File: config.mk
export PLATFORM = sky130hd
export DESIGN_NAME = imm_ext_pipe
export DESIGN_NICKNAME = d
export VERILOG_FILES = /design/src/rtl/imm_ext_pkg.sv /design/src/rtl/imm_ext_core.sv /design/src/rtl/imm_ext_pipe.sv
export SDC_FILE = /design/constraint.sdc
export NUM_CORES = 1
export LEC_CHECK = 0
export ABC_CLOCK_PERIOD_IN_PS = 4860
export CAP_MARGIN = 20
export CORE_ASPECT_RATIO = 1.1
export CORE_MARGIN = 8
export CORE_UTILIZATION = 35
export CTS_BUF_LIST = sky130_fd_sc_hd__clkbuf_4 sky130_fd_sc_hd__clkbuf_8
export CTS_CLUSTER_DIAMETER = 80
export DETAILED_ROUTE_END_ITERATION = 12
export DONT_BUFFER_PORTS = 1
export PLACE_DENSITY = 0.5
export SYNTH_ARGS = -nofsm -noshare
export SYNTH_HDL_FRONTEND = slang
export SYNTH_SLANG_ARGS = --single-unit
File: constraint.sdc
create_clock -name clk -period 4.86 [get_ports clk]
set_input_delay 0.729 -clock clk [delete_from_list [all_inputs] [get_ports clk]]
set_output_delay 0.729 -clock clk [all_outputs]
set_load 0.05 [all_outputs]
File: src/rtl/imm_ext_pkg.sv
// Shared definitions for the immediate-extension stage: mode encodings and
// the skid-buffer occupancy states.
package imm_ext_pkg;

  localparam logic [1:0] MODE_SEXT   = 2'd0;
  localparam logic [1:0] MODE_ZEXT   = 2'd1;
  localparam logic [1:0] MODE_LUI    = 2'd2;
  localparam logic [1:0] MODE_BRANCH = 2'd3;

  // Buffer occupancy: nothing held, output register only, output plus skid.
  typedef enum logic [1:0] {
    EMPTY = 2'd0,
    ONE   = 2'd1,
    TWO   = 2'd2
  } state_e;

endpackage

File: src/rtl/imm_ext_core.sv
// Purely combinational immediate extender: maps (imm_in, mode) to a
// full-width operand.
module imm_ext_core
  import imm_ext_pkg::*;
#(
  parameter int unsigned IN_W  = 16,
  parameter int unsigned OUT_W = 32,
  parameter int unsigned SHAMT = 2
) (
  input  logic [IN_W-1:0]  imm_in,
  input  logic [1:0]       mode,
  output logic [OUT_W-1:0] ext_out
);

  logic [OUT_W-1:0] sext_val;
  logic [OUT_W-1:0] zext_val;

  // Build the two base extensions, then select/shift by mode.
  always_comb begin
    sext_val            = {OUT_W{imm_in[IN_W-1]}};
    sext_val[IN_W-1:0]  = imm_in;
    zext_val            = '0;
    zext_val[IN_W-1:0]  = imm_in;
    ext_out             = sext_val;
    case (mode)
      MODE_SEXT:   ext_out = sext_val;
      MODE_ZEXT:   ext_out = zext_val;
      MODE_LUI:    ext_out = zext_val << (OUT_W - IN_W);
      MODE_BRANCH: ext_out = sext_val << SHAMT;
      default:     ext_out = sext_val;
    endcase
  end

endmodule

File: src/rtl/imm_ext_pipe.sv
// Registered immediate-extension stage with a two-entry skid buffer,
// valid/ready handshake on both sides and a synchronous flush.
module imm_ext_pipe
  import imm_ext_pkg::*;
#(
  parameter int unsigned IN_W  = 16,
  parameter int unsigned OUT_W = 32,
  parameter int unsigned SHAMT = 2
) (
  input  logic             clk,
  input  logic             rst_n,
  input  logic             in_valid,
  output logic             in_ready,
  input  logic [IN_W-1:0]  imm_in,
  input  logic [1:0]       mode,
  input  logic             flush,
  output logic             out_valid,
  input  logic             out_ready,
  output logic [OUT_W-1:0] data_out
);

  if (OUT_W < IN_W + SHAMT) begin : g_width_check
    $error("imm_ext_pipe: OUT_W must be >= IN_W + SHAMT");
  end

  state_e           state_q, state_d;
  logic [OUT_W-1:0] o_q, o_d;
  logic [OUT_W-1:0] s_q, s_d;
  logic             out_valid_q, in_ready_q;
  logic [OUT_W-1:0] ext_val;
  logic             in_xfer, out_xfer;

  // Extension happens on the input side so only results are buffered.
  imm_ext_core #(
    .IN_W  (IN_W),
    .OUT_W (OUT_W),
    .SHAMT (SHAMT)
  ) u_core (
    .imm_in  (imm_in),
    .mode    (mode),
    .ext_out (ext_val)
  );

  assign in_xfer  = in_valid && in_ready_q;
  assign out_xfer = out_valid_q && out_ready;

  // Next-state and buffer contents; flush overrides everything.
  always_comb begin
    state_d = state_q;
    o_d     = o_q;
    s_d     = s_q;
    if (flush) begin
      state_d = EMPTY;
    end else begin
      case (state_q)
        EMPTY: begin
          if (in_xfer) begin
            state_d = ONE;
            o_d     = ext_val;
          end
        end
        ONE: begin
          if (in_xfer && !out_xfer) begin
            state_d = TWO;
            s_d     = ext_val;
          end else if (!in_xfer && out_xfer) begin
            state_d = EMPTY;
          end else if (in_xfer && out_xfer) begin
            o_d = ext_val;
          end
        end
        TWO: begin
          if (out_xfer) begin
            state_d = ONE;
            o_d     = s_q;
          end
        end
        default: state_d = EMPTY;
      endcase
    end
  end

  // State, data and flag registers; flags are registered so outputs come
  // straight from flops.
  always_ff @(posedge clk or negedge rst_n) begin
    if (!rst_n) begin
      state_q     <= EMPTY;
      o_q         <= '0;
      s_q         <= '0;
      out_valid_q <= 1'b0;
      in_ready_q  <= 1'b1;
    end else begin
      state_q     <= state_d;
      o_q         <= o_d;
      s_q         <= s_d;
      out_valid_q <= (state_d != EMPTY);
      in_ready_q  <= (state_d != TWO);
    end
  end

  assign in_ready  = in_ready_q;
  assign out_valid = out_valid_q;
  assign data_out  = o_q;

endmodule

; After elaboration in Yosys (flattened, before gate mapping)
; Index checks and enable logic that the tools add are counted.
[op_classes]
eq_ne = 11
mux = 13
bitwise = 1
n_reduce_logical = 13
[ops]
columns = cell, count
row1 = 32-bit 2-to-1 mux, 5
row2 = 32-bit case mux with 4 select lines, 1
row3 = 32-bit case mux with 3 select lines, 1
row4 = 2-bit inequality test (second input constant), 6
row5 = 2-bit 2-to-1 mux, 5
row6 = 7-bit AND reduction, 1
row7 = 2-bit == test (second input constant), 3
row8 = 2-bit case mux with 3 select lines, 1
row9 = 1-bit logical AND, 5
row10 = 2-bit by 1-bit == test with 1-bit output (second input constant), 2
row11 = 2-bit logical NOT, 2
row12 = 3-bit AND reduction, 1
row13 = 3-bit nonzero test, 1
row14 = 1-bit logical NOT, 2
row15 = 2-bit nonzero test, 1
row16 = 1-bit NOT, 1
[word_totals]
register_bits = 68
in_bits = 23
out_inout_bits = 34
wordCells = 43

; Depth between registers and ports, before layout
[logic_depth]
word_depth = 8
mapped_depth = 7
depth_no_buf = 4

; Hierarchy
; From an unflattened synthesis, not the netlist that was laid out.
[hier_totals]
hier_cells = 256
area_unflattened_um2 = 3638.5
[modules_own_cells]
columns = mod, n_inst, cells_per_inst, area_per_inst_um2, seq_area_each_um2
row1 = imm_ext_pipe, 1, 197, 3128.0, 1702.9
row2 = imm_ext_core, 1, 59, 510.5, 0.0

; Worst setup path before layout
; OpenSTA, ideal clock, no wires.
[synth_timing]
kind = input to register
from = input port mode[1]
to = register o_q[11], in the netlist data_out[11]
setup_time_ns = 0.125
arrival_ns = 1.779
required_time_ns = 4.735
setup_slack_ns = 2.956
stages = 6
path_buffers = 2
path_cell_list = buf_2 -> and2_0 -> buf_2 -> a21oi_1 -> o21ai_0 -> mux2_2
[synth_via]
elab_chain_cells = 6
word_cells_on_any_way = 10
cone_classes = 3 x eq/ne / 6 x mux / 1 x reduce/logical
[synth_lines]
columns = element, line_no
row1 = start: declaration, imm_ext_pipe.sv:15  ; input logic [1:0] mode,
row2 = 2-bit == test (tied with other cells), imm_ext_core.sv:25  ; case (mode)
row3 = 32-bit case mux with 4 select lines (*), imm_ext_core.sv:25
row4 = 32-bit 2-to-1 mux, imm_ext_pipe.sv:68  ; end else if (in_xfer && out_xfer) begin
row5 = 32-bit 2-to-1 mux, imm_ext_pipe.sv:66  ; end else if (!in_xfer && out_xfer) begin
row6 = 32-bit 2-to-1 mux, imm_ext_pipe.sv:63  ; if (in_xfer && !out_xfer) begin
row7 = 32-bit case mux with 3 select lines (*), imm_ext_pipe.sv:55  ; case (state_q)
row8 = end signal: assignment, imm_ext_pipe.sv:88  ; o_q <= '0;
row9 = end signal: assignment, imm_ext_pipe.sv:94  ; o_q <= o_d;
row10 = end: declaration, imm_ext_pipe.sv:27  ; logic [OUT_W-1:0] o_q, o_d;
; Every way passes the cells marked *; elsewhere a longest branch is shown, timed or not. The select of a mux whose other input is x is not followed.
; A chain may end at the register's enable or synchronous reset.

; Worst setup path after layout
[layout_timing]
from = register state_q[0]
to = register o_q[27], in the netlist data_out[27]
[layout_via]
elab_chain_cells = 3
word_cells_on_any_way = 11
cone_classes = 7 x eq/ne / 1 x mux / 3 x reduce/logical
[layout_lines]
columns = element, line_no
row1 = start: declaration, imm_ext_pipe.sv:26  ; state_e state_q, state_d;
row2 = start signal: assignment, imm_ext_pipe.sv:93  ; state_q <= state_d;
row3 = 2-bit by 1-bit == test with 1-bit output (tied with other cells), imm_ext_pipe.sv:55
row4 = 2-bit inequality test (no source line) / 3-bit nonzero test (equally long branches), -
row5 = 7-bit AND reduction (no source line), -
; Parallel ways exist; a longest one is shown, timed or not.

==> flow_results.xml <==
<?xml version="1.0" encoding="UTF-8"?>
<metrics>
  <group name="cells_and_area">
    <metric name="antenna_cells" unit="">0</metric>
    <metric name="final_cells" unit="">447</metric>
    <metric name="area_growth" unit="%">6.26</metric>
    <metric name="final_util" unit="%">38.2</metric>
    <metric name="final_net_count" unit="">348</metric>
    <metric name="num-fill-cells" unit="">948</metric>
    <metric name="final_design_area_no_fill" unit="um^2">3590</metric>
    <metric name="layout-drive-gt1-share" unit="%">14.8</metric>
  </group>
  <group name="power_and_ir_drop">
    <metric name="seqPwrFrac" unit="%">60.5</metric>
    <metric name="power.static_leakage" unit="nW">1.57</metric>
    <metric name="p_per_area" unit="nW/um^2">543</metric>
    <metric name="power.share.switching" unit="%">39.7</metric>
    <metric name="clock_power_share" unit="%">23.2</metric>
    <metric name="power.internal" unit="mW">1.18</metric>
    <metric name="irDropWorstVdd" unit="uV">142</metric>
    <metric name="p_switching" unit="mW">0.773</metric>
    <metric name="power" unit="mW">1.95</metric>
    <metric name="combinational_cell_fraction_of_total_power" unit="%">16.3</metric>
  </group>
  <group name="clock_network">
    <metric name="clockBufferDepth" unit="">2</metric>
    <metric name="tritoncts" unit="">done</metric>
    <metric name="post_cts_resize_count" unit="">0</metric>
    <metric name="clk_root_buffer_cell" unit="">sky130_fd_sc_hd__clkbuf_8</metric>
    <metric name="cts_made_buffers" unit="">9</metric>
    <metric name="clock_insertion_delay_worst_skew" unit="ps">340</metric>
    <metric name="clkSlewWorstSetupHoldPaths" unit="ps">70</metric>
    <metric name="cts_htree_levels" unit="">3</metric>
    <metric name="cts_post_setup_buffers_inserted" unit="">0</metric>
    <metric name="hold_buffers" unit="">0</metric>
    <metric name="clock_sink_count" unit="">68</metric>
  </group>
  <group name="yosys">
    <metric name="yosys_warnings" unit="">0</metric>
    <metric name="synth_edf_count" unit="">0</metric>
    <metric name="synth.area.top_cells" unit="">sky130_fd_sc_hd__dfrtp_1 50%, sky130_fd_sc_hd__mux2_2 6.3%, sky130_fd_sc_hd__nand2_1 6.0%</metric>
    <metric name="synth.yosys.seq_area_share" unit="%">50.4</metric>
    <metric name="fraction_of_synthesis_flops_using_an_asynchronous_set_or_reset_pin" unit="%">100</metric>
    <metric name="postSynthRegisterBits" unit="">68</metric>
    <metric name="yosys_most_used_dff" unit="">sky130_fd_sc_hd__dfrtp_1</metric>
    <metric name="yosysTopAreaCell" unit="">sky130_fd_sc_hd__dfrtp_1</metric>
    <metric name="syn-num-nets" unit="">361</metric>
    <metric name="post_synth_instance_area" unit="um^2">3380</metric>
    <metric name="syn-instance-count" unit="">338</metric>
    <metric name="synth.most_common_cell" unit="">sky130_fd_sc_hd__dfrtp_1</metric>
    <metric name="synth_cell_type_count" unit="">36</metric>
    <metric name="synth_common_cells" unit="">67 x sky130_fd_sc_hd__dfrtp_1, 54 x sky130_fd_sc_hd__nand2_1, 29 x sky130_fd_sc_hd__a21oi_1</metric>
    <metric name="post_synth.cell_area_avg" unit="um^2">10.0</metric>
    <metric name="post-synth-top-area-fraction" unit="%">49.6</metric>
  </group>
  <group name="die">
    <metric name="core" unit="um^2">9400</metric>
    <metric name="number_of_top_level_pins" unit="">57</metric>
    <metric name="floorplan.die.width" unit="um">110</metric>
    <metric name="start_util" unit="%">36.0</metric>
    <metric name="die_area" unit="um^2">13100</metric>
    <metric name="chipHeight" unit="um">119</metric>
    <metric name="rows" unit="">37</metric>
  </group>
  <group name="timing">
    <metric name="finalClockSkew" unit="ps">3.73</metric>
    <metric name="timing.slew.headroom" unit="%">30.1</metric>
    <metric name="totalNegativeSetupSlack" unit="ps">0</metric>
    <metric name="timing_worst_slew_pin_value" unit="ps">1050</metric>
    <metric name="final.period_utilization" unit="%">59.7</metric>
    <metric name="finalSetupViolations" unit="">0</metric>
    <metric name="final_hold_viol_count" unit="">0</metric>
    <metric name="rsz_0062_raised_after_global_routing" unit="">false</metric>
    <metric name="max_freq" unit="MHz">345</metric>
    <metric name="final-max-slew-violation-count" unit="">0</metric>
    <metric name="post-route-min-period" unit="ps">2900</metric>
  </group>
  <group name="placement">
    <metric name="dp_cells" unit="">431</metric>
    <metric name="hpwl" unit="um">5130</metric>
    <metric name="placedInstanceArea" unit="um^2">3400</metric>
    <metric name="port-buffer-count" unit="">0</metric>
    <metric name="replace_congestion" unit="">0.712</metric>
  </group>
  <group name="job">
    <metric name="max_cap_viols" unit="">0</metric>
  </group>
  <group name="worst_setup_path">
    <metric name="cp_max_fo" unit="">33</metric>
    <metric name="worst-endpoint-required" unit="ps">5130</metric>
    <metric name="path_cells" unit="">and2b_1, o21bai_2, a21oi_4, buf_4, mux2i_1</metric>
    <metric name="critPathSlowestCell" unit="">sky130_fd_sc_hd__a21oi_4</metric>
    <metric name="timing.critical_path.slowest_cell_delay" unit="ps">860</metric>
    <metric name="cp-start-kind" unit="">register</metric>
    <metric name="arrival" unit="ps">3170</metric>
    <metric name="critPathKind" unit="">reg2reg</metric>
    <metric name="setup.worst_path.end_class" unit="">register</metric>
  </group>
  <group name="grt">
    <metric name="grt_max_degree" unit="">69</metric>
    <metric name="globalRouteOverflowTotal" unit="">0</metric>
    <metric name="antenna_found_initial" unit="">0</metric>
    <metric name="wire_length_of_the_first_global_routing_pass" unit="um">12500</metric>
    <metric name="grt_pass1_vias" unit="">2241</metric>
    <metric name="grt_usage" unit="%">12.3</metric>
  </group>
  <group name="route">
    <metric name="postRouteWirelength" unit="um">7710</metric>
    <metric name="drt_first_pass_iters" unit="">4</metric>
    <metric name="drt-initial-drc-count" unit="">109</metric>
    <metric name="drt-vias-per-instance" unit="">5.04</metric>
    <metric name="avgRoutedWirePerCell" unit="um">17.2</metric>
    <metric name="antenna_violating_nets_post_route" unit="">0</metric>
    <metric name="num_vias" unit="">2251</metric>
    <metric name="remaining_drc_errors" unit="">0</metric>
  </group>
  <group name="run_status">
    <metric name="status" unit="">complete, no violations</metric>
  </group>
  <group name="hold_path">
    <metric name="min_path_type" unit="">in2async</metric>
  </group>
</metrics>
-- cell families after synthesis --
kind of cell    share of synthesized area (%)
simple gates                             13.9
compound gates                           17.4
flops                                    50.4
buf+inv                                  6.22
mux                                      12.1
-- power groups by stage --
stage	registers [mW]	logic (mW)	clock network [mW]
finish	1.18	0.317	0.452
global route	1.21	0.364	0.491
CTS	1.19	0.322	0.467
detailed placement	1.20	0.320	0
global placement	1.19	0.311	0
floorplan	1.16	0.290	0
-- critical path: cells and delay by family (launching register included) --
kind	cells	cell delay (ps)
AOI/OAI and AO/OA	2	1070
DFF	1	420
muxes	1	180
and+or+nand+nor	1	850
buffers and inverters	1	290
-- registers in the layout (all words and copies together) (netlist names) --
| name | cells |
|---|---|
| data_out | 32 |
| in_ready | 1 |
| out_valid | 1 |
| state_q | 2 |
| s_q | 32 |
-- cells in the final DEF, fill, tap and decap left out, drive strengths merged --
cell / synthesis / layout
dfstp: 1 / 1
nand2b: 16 / 16
a221o: 1 / 1
clkinv: 0 / 1
or2b: 1 / 1
buf: 18 / 2
mux2: 22 / 22
and2b: 1 / 1
mux2i: 15 / 15
a21boi: 1 / 1
a21oi: 30 / 30
nor2b: 15 / 15
nand2: 54 / 54
or3b: 1 / 1
nand4b: 1 / 1
o21ai: 32 / 32
and3b: 1 / 1
nor2: 1 / 1
o31a: 14 / 14
o22ai: 14 / 14
clkbuf: 8 / 15
dfrtp: 67 / 67
a21o: 1 / 1
and3: 2 / 2
o21bai: 2 / 2
nand3: 2 / 2
inv: 16 / 16
and2: 1 / 1
-- final timing paths --
check	start	to	slack (ps)	cells after the start
setup / recovery	state_q[0]	data_out[27]	1960	5
hold / removal	rst_n	data_out[21]	80	0
setup reg to reg	state_q[0]	data_out[27]	1960	5
hold reg to reg	s_q[14]	s_q[14]	480	2
max in group asynchronous	rst_n	in_ready	4560	0
min in group clk	flush	out_valid	440	1
-- area by class of cell --
type	instances	area [um^2]	share of cell area [%]
clock buffer	15	188	5.23
clock inverter	1	5.00	0.139
inverter	16	60.1	1.67
multi-input combinational	228	1470	41.0
sequential	68	1700	47.4
tap	117	146	4.08
timing repair buffer	2	15.0	0.418
-- per-stage QoR --
step	hold slack [ps]	worst slack (ps)
global route	58.5	1680
CTS	57.6	1880
floorplan	433	2960
finish	76.2	1960
global placement	437	1980
detailed placement	436	1880
-- routing by layer --
metal  GRT usage, %  vias up  wire, um  share of wire (%)
met1           16.0     1075      3520                 46
met4           6.34        0       176                2.3
met3           3.88       11       521                6.8
met5              0        -         0                  0
li1               -     1128         -                  -
met2           17.8       37      3500                 45
(Power assumes the default switching activity.)
